### src/rtl/fifo_drainmod.sv
// fifo_drainmod
// Read-side controller for the show-ahead save FIFO. Each iCall drains up to
// BURST words from the FIFO into a valid/ready stream. It keeps a running word
// address for the SDRAM write path. A burst ends early once the FIFO has been
// empty for GRACE consecutive cycles while no word is held.
//
// Ports:
//   CLOCK      system clock, rising edge
//   RESET      asynchronous, active-low reset
//   iCall      start one burst (sampled only in IDLE)
//   oDone      one-cycle pulse when the burst finishes
//   iTag       FIFO status: [1] full (unused), [0] empty
//   iFifoData  FIFO head word, valid whenever iTag[0]=0
//   oFifoEn    FIFO read strobe
//   oData      stream data
//   oValid     oData holds an undelivered word
//   iReady     consumer accepts oData this cycle
//   oCount     words delivered in the last completed burst
//   oShort     last burst ended early with fewer than BURST words
//   oAddr      word address for the next burst's first word
module fifo_drainmod #(
    parameter int BURST = 8,
    parameter int GRACE = 4,
    parameter int AW    = 22
) (
    input  logic          CLOCK,
    input  logic          RESET,
    input  logic          iCall,
    output logic          oDone,
    input  logic [1:0]    iTag,
    input  logic [15:0]   iFifoData,
    output logic          oFifoEn,
    output logic [15:0]   oData,
    output logic          oValid,
    input  logic          iReady,
    output logic [8:0]    oCount,
    output logic          oShort,
    output logic [AW-1:0] oAddr
);

    localparam logic [8:0] BURST_W = 9'(BURST);
    localparam logic [7:0] GRACE_W = 8'(GRACE);

    typedef enum logic [1:0] {
        IDLE,
        XFER,
        DONE
    } state_t;

    state_t     stateReg;
    state_t     stateNext;
    logic [8:0] issuedReg;
    logic [8:0] deliveredReg;
    logic [7:0] emptyReg;

    logic       inXfer;
    logic       canIssue;
    logic       load;
    logic       accept;
    logic [8:0] deliveredNext;
    logic [7:0] emptyNext;

    // The full flag is informational only.
    logic       unusedFull;
    assign unusedFull = iTag[1];

    always_comb begin
        stateNext     = stateReg;
        oDone         = 1'b0;
        inXfer        = (stateReg == XFER);
        canIssue      = (issuedReg < BURST_W);
        // A new word may be loaded when the output slot is free or is being
        // emptied in this same cycle.
        load          = inXfer & canIssue & ~iTag[0] & (~oValid | iReady);
        accept        = inXfer & oValid & iReady;
        oFifoEn       = load;
        deliveredNext = deliveredReg + {8'd0, accept};
        emptyNext     = emptyReg;
        if (load) begin
            emptyNext = 8'd0;
        end else if (inXfer && canIssue && iTag[0] && !oValid && emptyReg < GRACE_W) begin
            emptyNext = emptyReg + 8'd1;
        end

        case (stateReg)
            IDLE: begin
                if (iCall) begin
                    stateNext = XFER;
                end
            end
            XFER: begin
                // Exit on the updated counters, so that DONE follows directly
                // after the last accept or the last empty cycle. The empty
                // counter only advances when no word is held, so the grace exit
                // never drops a word.
                if (deliveredNext == BURST_W || emptyNext == GRACE_W) begin
                    stateNext = DONE;
                end
            end
            DONE: begin
                oDone     = 1'b1;
                stateNext = IDLE;
            end
            default: begin
                stateNext = IDLE;
            end
        endcase
    end

    always_ff @(posedge CLOCK or negedge RESET) begin
        if (!RESET) begin
            stateReg     <= IDLE;
            issuedReg    <= 9'd0;
            deliveredReg <= 9'd0;
            emptyReg     <= 8'd0;
            oData        <= 16'd0;
            oValid       <= 1'b0;
            oCount       <= 9'd0;
            oShort       <= 1'b0;
            oAddr        <= '0;
        end else begin
            stateReg <= stateNext;
            case (stateReg)
                IDLE: begin
                    issuedReg    <= 9'd0;
                    deliveredReg <= 9'd0;
                    emptyReg     <= 8'd0;
                end
                XFER: begin
                    if (load) begin
                        oData     <= iFifoData;
                        oValid    <= 1'b1;
                        issuedReg <= issuedReg + 9'd1;
                    end else if (accept) begin
                        oValid <= 1'b0;
                    end
                    deliveredReg <= deliveredNext;
                    emptyReg     <= emptyNext;
                end
                DONE: begin
                    oCount <= deliveredReg;
                    oShort <= (deliveredReg < BURST_W);
                    // Truncation to AW bits gives the modulo-2^AW wrap.
                    oAddr  <= oAddr + AW'(deliveredReg);
                end
                default: begin
                end
            endcase
        end
    end

endmodule

### config.mk
export PLATFORM = sky130hd
export DESIGN_NAME = fifo_drainmod
export DESIGN_NICKNAME = d
export VERILOG_FILES = /design/src/rtl/fifo_drainmod.sv
export SDC_FILE = /design/constraint.sdc
export NUM_CORES = 1
export LEC_CHECK = 0
export CAP_MARGIN = 10
export CORE_ASPECT_RATIO = 0.5
export CORE_UTILIZATION = 45
export DETAILED_ROUTE_END_ITERATION = 8
export PLACE_DENSITY = 0.71
export SLEW_MARGIN = 20
export SYNTH_ARGS = -nofsm -noshare
export SYNTH_HDL_FRONTEND = slang
export SYNTH_SLANG_ARGS = --single-unit
### constraint.sdc
create_clock -name CLOCK -period 3.93 [get_ports CLOCK]
set_input_delay 0.786 -clock CLOCK [delete_from_list [all_inputs] [get_ports CLOCK]]
set_output_delay 0.786 -clock CLOCK [all_outputs]
set_load 0.01 [all_outputs]
==> run_results.csv <==
group,metric,value,unit
logic_synthesis,seq_area_frac_synth,51.7,%
hold_path,worstHoldPathCells,2,
critical_path,cp_top_family,"simple AND/OR/NAND/NOR gates",
critical_path,regToRegSetupSlack,970,ps
logic_synthesis,ys_types,52,
die,start_util,46.6,%
sta,period_share,78.1,%
clocking,holdBufCountCts,0,
critical_path,path_class,"reg2out",
global_route,grt_pass1_wl,12100,um
hold_path,min_to,"oData[5]$_DFFE_PN0P_",
clocking,cts_setup_buffers,0,
global_route,grt_pass1_vias,2624,
layout,diodes,0,
clocking,clock_latency,330,ps
sta,fin_tns_setup,0,ps
die,dieArea,8670,sq um
critical_path,crit_path_cell_trace,"and2b_2 -> nand3_2 -> nor3_1 -> clkdlybuf4s50_1",
clocking,clock_path_buffers,2,
hold_path,worstHoldPathType,"reg2reg",
logic_synthesis,synth_edf_count,0,
critical_path,r2r-end,"stateReg[0]$_DFFE_PN0P_",
layout,seq_area,1930,sq um
pwr,power_density,510,nW/um^2
critical_path,worstReg2RegStart,"stateReg[1]$_DFFE_PN0P_",
detailed_routing,wirelength,7350,um
hold_path,hp-start,"oData[5]$_DFFE_PN0P_",
detailed_routing,vias,2859,
clocking,cts_tree,"done",
layout,nets,491,
clocking,htree_levels,3,
critical_path,start_kind,"flop",
layout,drive_above_1_share,5.88,%
sta,rsz0062_at_grt,"false",
layout,multi_input_area,1710,sq um
sta,finalHoldViolations,0,
job,cap_violations,0,
logic_synthesis,synthArstFlopShare,100,%
sta,hold_slack,460,ps
die,die_w,131,um
logic_synthesis,ys_warn_count,0,
sta,finalClockSkew,5.70,ps
critical_path,critPathSlowestCell,"dfrtp_1",
sta,fmax,326,MHz
logic_synthesis,avgSynthCellArea,9.63,sq um
clocking,cts_resized,0,
global_route,grt_max_degree,78,
clocking,root_buffer,"clkbuf_16",
logic_synthesis,synthFlopType,"dfrtp_1",
run_status,status,"finished with violations",
die,io_pins,73,
global_route,gr-usage-all-layers,18.5,%
logic_synthesis,syn-num-nets,423,
clocking,cts_buffers,9,
placed_design,pre_cts_slack,906,ps
sta,worst_slew_margin_rel,37.6,%
logic_synthesis,syn-cell-area,3730,sq um
placed_design,gp_congestion,0.758,
pwr,design_power_total,2.44,mW
detailed_routing,drt-initial-drc-count,123,
critical_path,worstPathArrival,2280,ps
global_route,overflow,0,
pwr,peakVddDrop,282,uV
detailed_routing,drtPass1Iterations,7,
layout,syn_to_final_growth,28.3,%
sta,min_period,3070,ps
global_route,grt_antenna_before_repair,0,
placed_design,hpwl,5070,um
clocking,cts_sinks,77,
critical_path,slowest_delay,650,ps
critical_path,critPathBufInv,1,
sta,setup_viol,0,
pwr,p_leak,2.22,nW
critical_path,crit_fanout,23,
die,core_area,8000,sq um
critical_path,critPathCaptureType,"output pin",
run_status,violations,"design-rule violations",
sta,worstMarginPinSlew,935,ps
detailed_routing,wl_per_cell,12.9,um
sta,slew_violations,0,
layout,fillers,699,
die,core.rowCount,23,
critical_path,rr_worst_depth,9,
logic_synthesis,synth-seq-cells,77,
die,dieHeight,66.3,um
detailed_routing,ant_nets,0,
critical_path,cp.required,3140,ps
sta,layout_setup_ws,860,ps
placed_design,port_buffers,71,
logic_synthesis,syn_inst,387,
clocking,path_clk_slew,50,ps
detailed_routing,drcViolationCount,4,
detailed_routing,routed_via_density,5.01,
## placed cells by master, fill, tap and decap left out, types with 4 or more instances in the layout
cell type / count
a21oi_1: 11
and2_1: 8
and3_1: 6
clkbuf_16: 9
clkdlybuf4s50_1: 70
dfrtp_1: 77
ha_1: 13
inv_1: 4
mux2i_1: 6
nand2_1: 106
nand3_1: 4
nor2_1: 15
nor2b_1: 8
nor3_1: 8
o211ai_1: 6
o21ai_0: 28
xnor2_1: 16
xor2_1: 8
## per-layer routing
| layer | vias up | share of wire [%] | track usage [%] |
|---|---|---|---|
| met2 | 48 | 45 | 29.3 |
| met3 | 7 | 3.9 | 6.47 |
| li1 | 1461 | - | - |
| met1 | 1343 | 49 | 23.7 |
| met5 | - | 0 | 0 |
| met4 | 0 | 1.2 | 6.32 |
## synthesized netlist by cell type, drive strengths merged (2+ instances only)
library cell | count | area share, %
o41ai | 2 | 0.47
nand2 | 106 | 11
nand3 | 5 | 0.81
buf | 6 | 0.81
nor3 | 9 | 1.3
nor2 | 16 | 1.7
mux2i | 6 | 1.6
a211oi | 3 | 0.87
a21o | 3 | 0.60
o2111ai | 3 | 0.71
o211ai | 6 | 1.2
ha | 13 | 4.4
or2 | 3 | 0.50
nor2b | 8 | 1.3
a22o | 2 | 0.47
and2 | 9 | 1.5
and4 | 2 | 0.47
xor2 | 8 | 1.9
clkbuf | 10 | 1.0
xnor2 | 16 | 3.8
or4 | 2 | 0.40
a21oi | 11 | 1.5
and3 | 6 | 1.0
o21ai | 28 | 3.8
inv | 5 | 0.50
a32o | 2 | 0.54
dfrtp | 77 | 52
nor4 | 3 | 0.67
## flip-flops by register name, indices dropped and copies added (netlist names), 2 cells and up
register and count:
deliveredReg 9, emptyReg 8, issuedReg 9, oAddr 22, oCount 9, oData 16
stateReg 2
## power breakdown
group / switching (mW) / leakage (nW) / total (mW) / internal (mW)
clock network: 0.288 / 0.129 / 0.727 / 0.439
logic: 0.326 / 1.05 / 0.659 / 0.333
registers: 0.120 / 1.03 / 1.05 / 0.932
## worst reg2reg max path: stages (launching register included)
cell	delay, ps
dfrtp_1	810
and2b_2	350
and3_1	190
ha_1	210
ha_1	240
and3_1	230
nand3_1	170
nor3b_1	200
o211ai_1	150
a32o_1	280
## stage by stage
stage	cell area (sq um)	utilization [%]	std cells
final	4780	59.8	571
after global routing	4780	59.8	571
after CTS	4780	59.8	571
after detailed placement	4520	56.5	556
after global placement	4520	56.5	556
after floorplan	3730	-	387
## worst max path at each step
stage | end | slack [ps] | from | cells after the start
6_report | oFifoEn | 860 | stateReg[1]$_DFFE_PN0P_ | 4
5_1_grt | oDone | 740 | stateReg[1]$_DFFE_PN0P_ | 3
4_1_cts | oFifoEn | 860 | stateReg[1]$_DFFE_PN0P_ | 4
3_5_place_dp | stateReg[0]$_DFFE_PN0P_ | 910 | iReady | 9
3_3_place_gp | stateReg[0]$_DFFE_PN0P_ | 960 | iReady | 9
2_1_floorplan | stateReg[0]$_DFFE_PN0P_ | 1560 | iReady | 8
## cell type report
cell class | count | area share (%)
Clock buffer | 13 | 5.23
Clock inverter | 2 | 0.209
Inverter | 6 | 0.471
Multi-Input combinational cell | 288 | 35.7
Sequential cell | 77 | 40.3
Tap cell | 112 | 2.93
Timing Repair Buffer | 73 | 15.1
## cells by family (layout without fill, tap and decap cells)
group / count (synthesis) / in the layout / share of synthesized area [%]
muxes: 6 / 6 / 1.61
buffers and inverters: 22 / 94 / 2.42
adders and majority gates: 14 / 14 / 4.90
and+or+nand+nor: 175 / 175 / 21.6
DFF: 77 / 77 / 51.7
AOI/OAI and AO/OA: 69 / 69 / 12.1
xor gates and xnor gates: 24 / 24 / 5.64
(Power assumes the default switching activity.)
==> RTL change 1 (same settings) <==
The 3 states of `state_t` get a one-hot encoding in 3 bits.
--- a/src/rtl/fifo_drainmod.sv
+++ b/src/rtl/fifo_drainmod.sv
@@ -43,6 +43,6 @@
 
-    typedef enum logic [1:0] {
-        IDLE,
-        XFER,
-        DONE
+    typedef enum logic [2:0] {
+        IDLE = 3'b001,
+        XFER = 3'b010,
+        DONE = 3'b100
     } state_t;
Function: same outputs for any inputs over 10 cycles, from zero or initial values and one cycle with RESET low; not proved beyond that.
==> RTL change 1 against the original RTL <==
  * Routed wire length increased by 0.50%
  * Total power decreased by 3.4%
  * First-iteration DRC count increased by 23%
  * Setup slack got worse by 0.13 ns
  * Design area increased by 1.2%
  * Area after synthesis increased by 0.94%
  * Via count increased by 2.5%
  * Sequential cell count increased by 1
  * Critical path type unchanged
  * Largest cell class unchanged
  * Largest power group unchanged
  * Highest routed layer unchanged
==> RTL change 1: results (changes against the original RTL) <==
Drt
The detailed-route wire length per cell is 12.7 µm (-1.2%). The number of DRC markers after the initial detailed-route iteration is 151 (+23%). The detailed-route vias per instance is 5.04 (+0.72%). The iteration count of the initial detailed-routing pass came to 4 (-3).

Global routing
The via count of the first global-routing pass is 2827 (+7.7%). The total routing usage reported by global routing is 18.8% (+0.30 points). The global-route wire length before repair is 12.9 mm (+6.5%). The pin count of the biggest net entering global routing was 79 (+1.3%). The initial antenna violation count came to 0 (unchanged).

Finish
The number of flip-flops in the largest register is 22 (unchanged). The number of inserted filler cells in the final layout is 707 (+1.1%). The largest registers in the layout are oAddr x22, oData x16. The net total in the final layout is 500 (+1.8%). The number of diodes came to 0 (unchanged). The fraction of final layout cells with drive strength greater than 1 was 5.54% (-0.34 points).

Logic synthesis
The post-synthesis compound-gate area fraction is 10.4% (-1.7 points). After synthesis, the cell types taking the most area are sky130_fd_sc_hd__dfrtp_1 51%, sky130_fd_sc_hd__nand2_1 11%, sky130_fd_sc_hd__ha_1 4.3%. The async set or reset register ratio after synthesis is 100% (unchanged). The commonest cells after synthesis are 110 x sky130_fd_sc_hd__nand2_1, 77 x sky130_fd_sc_hd__dfrtp_1, 25 x sky130_fd_sc_hd__o21ai_0, 20 x sky130_fd_sc_hd__nor2_1, 14 x sky130_fd_sc_hd__xnor2_1. The count of warnings emitted by yosys came to 0 (unchanged). The net count after synthesis is 431 (+1.9%). The xor/xnor cell area share of the yosys netlist came to 5.59% (-0.053 points). The adder and majority gate portion of the synthesized area is 4.86% (-0.046 points). The count of distinct cell types in the synthesized netlist was 52 (unchanged). The mux cell area share after synthesis was 0.532% (-1.1 points). The most used flip-flop cell after synthesis is sky130_fd_sc_hd__dfrtp_1. The part of the Yosys area used for sequential elements is 51.9% (+0.22 points).

Critical path
The worst register-to-register path begins at stateReg[2]. In this run the critical register-to-register path is captured at stateReg[1]. The first element of the critical path is issuedReg[3]. The depth of the most critical reg-to-reg path was 9 (unchanged). The slowest library cell on the worst path is sky130_fd_sc_hd__clkdlybuf4s50_1. The endpoint arrival time on the critical path was 2.41 ns (+0.13 ns). The flop-to-flop setup slack came to 1.09 ns (+0.12 ns). The maximum fanout encountered on the critical timing path is 4 (-83%). The largest stage delay on the critical path came to 0.60 ns (-0.05 ns).

Clock tree
The buffer levels on the longest clock path is 2 (unchanged). The total of cells resized after clock tree synthesis came to 0 (unchanged).

Power
The cell leakage power is 2.30 nW (+3.8%). The maximum vdd ir drop is 294 µV (+4.3%).

Placed design
The placer's final routability congestion estimate came to 0.765 (+0.84%). The total of buffers placed on input and output ports came to 71 (unchanged). The placed wire-length estimate after detailed placement was 5.07 mm (about the same). The placement-stage cell area came to 4540 µm² (+0.36%).

Min path
The number of cells on the worst hold path was 2 (unchanged). The startpoint identified for the worst hold timing path is oData[14]. The class of the tightest hold or removal check is reg -> reg. The hold path endpoint is oData[14].

Timing
The clock skew after layout was 0.00550 ns (-0.000195 ns). The transition time of the tightest slew-check pin is 0.977 ns (+0.0417 ns).

Outcome
The run finished with clean final reports.
-- RTL change 1: worst max path at each step --
stage | endpoint | slack, ns | cells after the start
4_1_cts | oFifoEn | 0.73 | 4
5_1_grt | oFifoEn | 0.61 | 4
6_report | oFifoEn | 0.73 | 4
3_5_place_dp | stateReg[1] | 0.67 | 8
2_1_floorplan | stateReg[1] | 0.86 | 11
3_3_place_gp | stateReg[1] | 0.67 | 8
-- RTL change 1: metrics by stage --
stage / hold slack (ns) / power [mW] / util [%] / setup slack [ns] / std cells
after floorplan: 0.454 / 1.26 / - / 0.859 / 395
after global placement: 0.449 / 1.53 / 56.3 / 0.675 / 565
after detailed placement: 0.456 / 1.55 / 56.3 / 0.675 / 565
after CTS: 0.468 / 2.39 / 60.1 / 0.733 / 581
after global routing: 0.493 / 2.49 / 60.1 / 0.605 / 581
final: 0.464 / 2.35 / 60.1 / 0.733 / 581
-- RTL change 1: layer usage --
layer / part of all wire (%) / vias up / global-route usage [%]
li1: - / 1484 / -
met1: 46 / 1369 / 23.1
met3: 4.4 / 10 / 5.86
met2: 48 / 67 / 32.2
met4: 1.4 / 0 / 6.25
met5: 0 / - / 0
-- RTL change 1: cell families (layout without fill, tap and decap cells) --
family,after synthesis,in the layout
simple gates,187,187
buf+inv,27,101
fa+ha+maj,14,14
compound gates,63,63
flops,78,78
mux,2,2
xor+xnor,24,24
-- RTL change 1: final cells by class --
class	count	area [µm²]	share of cell area [%]
clock buffer	13	260	5.38
clock inverter	3	42.5	0.879
inverter	10	37.5	0.775
multi-input combinational	290	1670	34.5
sequential	78	1950	40.3
tap	112	140	2.89
timing repair buffer	75	738	15.2
-- RTL change 1: power breakdown --
| part | internal, mW | leakage (nW) | total [mW] | switching [mW] |
|---|---|---|---|---|
| combinational | 0.265 | 1.10 | 0.540 | 0.275 |
| sequential | 0.917 | 1.06 | 0.985 | 0.0680 |
| clock | 0.525 | 0.146 | 0.829 | 0.304 |
-- RTL change 1: worst min-delay path: cells and delay by family, from the launching register on --
kind	cells	cell delay [ns]
AND/OR/NAND/NOR	2	0.10
flip-flops	1	0.34
==> RTL change 2 (same flow settings) <==
Made on the original files. Change the parameter `AW` from 22 to 11.
--- a/src/rtl/fifo_drainmod.sv
+++ b/src/rtl/fifo_drainmod.sv
@@ -23,3 +23,3 @@
     parameter int GRACE = 4,
-    parameter int AW    = 22
+    parameter int AW    = 11
 ) (
Interface: changed (resized oAddr); port bits go from 73 to 62. No check against the original RTL was run, so the function may have changed too.
==> RTL change 2 against the original RTL <==
  * Synthesized cell count shrank 18%
  * Non-clock buffer count shrank 9
  * Total power grew 15%
  * Count of clock-buffer cells in the layout is the same
  * Core utilization grew 2.2 points
  * Setup slack lost 0.096 ns
  * Routed wire length shrank 1.0%
  * Fmax shrank 3.0%
  * Area after synthesis shrank 11%
  * First-iteration DRC count grew 62%
  * Sequential cell count shrank 11
  * Design area shrank 11%
==> RTL change 2: results (changes against the original RTL) <==
Logic synthesis
The part of the Yosys area used for sequential elements is 49.9% (-1.8 points). The count of warnings emitted by yosys is 0 (unchanged). The count of distinct cell types in the synthesized netlist came to 54 (+3.8%). After synthesis, the most frequently instantiated cells are 66 x sky130_fd_sc_hd__dfrtp_1, 53 x sky130_fd_sc_hd__nand2_1, 19 x sky130_fd_sc_hd__o21ai_0, 16 x sky130_fd_sc_hd__mux2_2, 14 x sky130_fd_sc_hd__nor2_1. By area the synthesized netlist is led by sky130_fd_sc_hd__dfrtp_1 50%, sky130_fd_sc_hd__nand2_1 6.0%, sky130_fd_sc_hd__mux2_2 5.4%. The net count after synthesis is 352 (-17%).

Clock tree
The total setup buffers inserted after CTS came to 0 (unchanged). The cell sitting at the root of the clock tree is a sky130_fd_sc_hd__clkbuf_16. The total of cells resized after clock tree synthesis is 0 (unchanged).

The buffer levels on the longest clock path came to 2 (unchanged).

Outcome
The run finished with clean final reports.

Critical path
The maximum fanout encountered on the critical timing path is 3 (-87%). The flop-to-flop setup slack is 0.89 ns (-0.08 ns). The largest stage delay on the critical path is 0.61 ns (-0.04 ns). The reg-to-reg critical path startpoint is stateReg[1]. The kind of cell with the highest combined delay along the critical path is buffers and inverters. On the critical path, the stage with the largest delay is an instance of sky130_fd_sc_hd__clkdlybuf4s50_1.

Timing
The post-route worst hold slack is 0.473 ns (+0.0137 ns). The clock skew after layout is 0.00334 ns (-0.00236 ns). The transition time of the tightest slew-check pin was 0.661 ns (-0.274 ns).

Drt
The number of DRC markers after the initial detailed-route iteration is 199 (+62%). The number of vias after detailed routing is 2631 (-8.0%). The iteration count of the initial detailed-routing pass is 5 (-2). The detailed-route wire length per cell is 15.4 µm (+20%).

Power
The maximum vdd ir drop came to 338 µV (+20%). The cell leakage power was 1.93 nW (-13%). The switching part of the total is 32.3% (+2.2 points).

Global routing
The total routing usage reported by global routing came to 21.5% (+2.9 points). The via count of the first global-routing pass is 2693 (+2.6%). The pin count of the biggest net entering global routing came to 37 (-53%). The global-route wire length before repair is 12.6 mm (+4.0%).

Finish
The largest registers in the layout are oData x16, oAddr x11. The fraction of final layout cells with drive strength greater than 1 came to 11.3% (+5.4 points). The net total in the final layout is 412 (-16%).

Placed design
The placed wire-length estimate after detailed placement is 5.05 mm (-0.39%). The placer's final routability congestion estimate is 0.821 (+8.3%). The total of buffers placed on input and output ports was 60 (-15%).

Min path
The hold path endpoint is oCount[7]. The worst hold path begins at oCount[7].
-- RTL change 2: cell count changes after synthesis, moves of 5 or more --
cell / change
sky130_fd_sc_hd__o211ai_1: -5
sky130_fd_sc_hd__a21oi_1: -6
sky130_fd_sc_hd__nand2_1: -53
sky130_fd_sc_hd__dfrtp_1: -11
sky130_fd_sc_hd__buf_2: -5
sky130_fd_sc_hd__o21ai_0: -9
sky130_fd_sc_hd__xnor2_1: -15
sky130_fd_sc_hd__a211oi_1: +5
sky130_fd_sc_hd__nand4_1: +5
sky130_fd_sc_hd__mux2_2: +16
-- RTL change 2: layout make-up --
class,count,area [µm²]
Clock inverter,2,10.0
Tap cell,92,115
Fill cell,563,2620
Timing Repair Buffer,64,626
Sequential cell,66,1650
Multi-Input combinational cell,226,1550
Clock buffer,13,280
Inverter,9,33.8
-- RTL change 2: tightest hold or removal path, cell delays in order (launching register included) --
cell and delay, ns:
sky130_fd_sc_hd__dfrtp_1 0.33, sky130_fd_sc_hd__nand2_1 0.05, sky130_fd_sc_hd__nand2_1 0.06
-- RTL change 2: layer usage --
metal  routed length (µm)  track usage, %
met1                 3210            25.9
met2                 3610            36.3
met3                  369            6.93
met4                   81            6.78
met5                    0               0
-- RTL change 2: through the flow --
| stage | std cells | instance area (µm²) | setup slack, ns | util [%] |
|---|---|---|---|---|
| finish | 472 | 4270 | 0.764 | 62.0 |
| floorplan | 316 | 3310 | 1.32 | - |
| global placement | 457 | 3980 | 0.574 | 57.8 |
| detailed placement | 457 | 3980 | 0.521 | 57.8 |
| global route | 472 | 4270 | 0.657 | 62.0 |
| CTS | 472 | 4270 | 0.743 | 62.0 |
-- RTL change 2: kinds of logic after synthesis --
group / count (synthesis) / share of synthesized area, %
AOI/OAI and AO/OA: 63 / 13.8
xor gates and xnor gates: 5 / 1.32
adders and majority gates: 14 / 5.52
buffers and inverters: 24 / 3.21
DFF: 66 / 49.9
muxes: 23 / 7.56
and+or+nand+nor: 121 / 18.7
-- RTL change 2: how the worst max path moves through the flow --
stage	from	endpoint	slack (ns)	depth (start not counted)
2_1_floorplan	iReady	stateReg[0]	1.32	8
3_3_place_gp	iReady	stateReg[0]	0.57	9
3_5_place_dp	iReady	stateReg[0]	0.52	9
4_1_cts	iReady	oFifoEn	0.74	4
5_1_grt	stateReg[1]	stateReg[0]	0.66	9
6_report	iReady	oFifoEn	0.76	4
-- RTL change 2: power groups by stage --
stage / logic (mW) / registers [mW] / clock network, mW
after floorplan: 0.491 / 1.07 / 0
after global placement: 0.999 / 1.01 / 0
after detailed placement: 1.04 / 1.03 / 0
after CTS: 1.04 / 1.02 / 0.786
after global routing: 1.13 / 1.04 / 0.818
final: 1.03 / 1.02 / 0.764
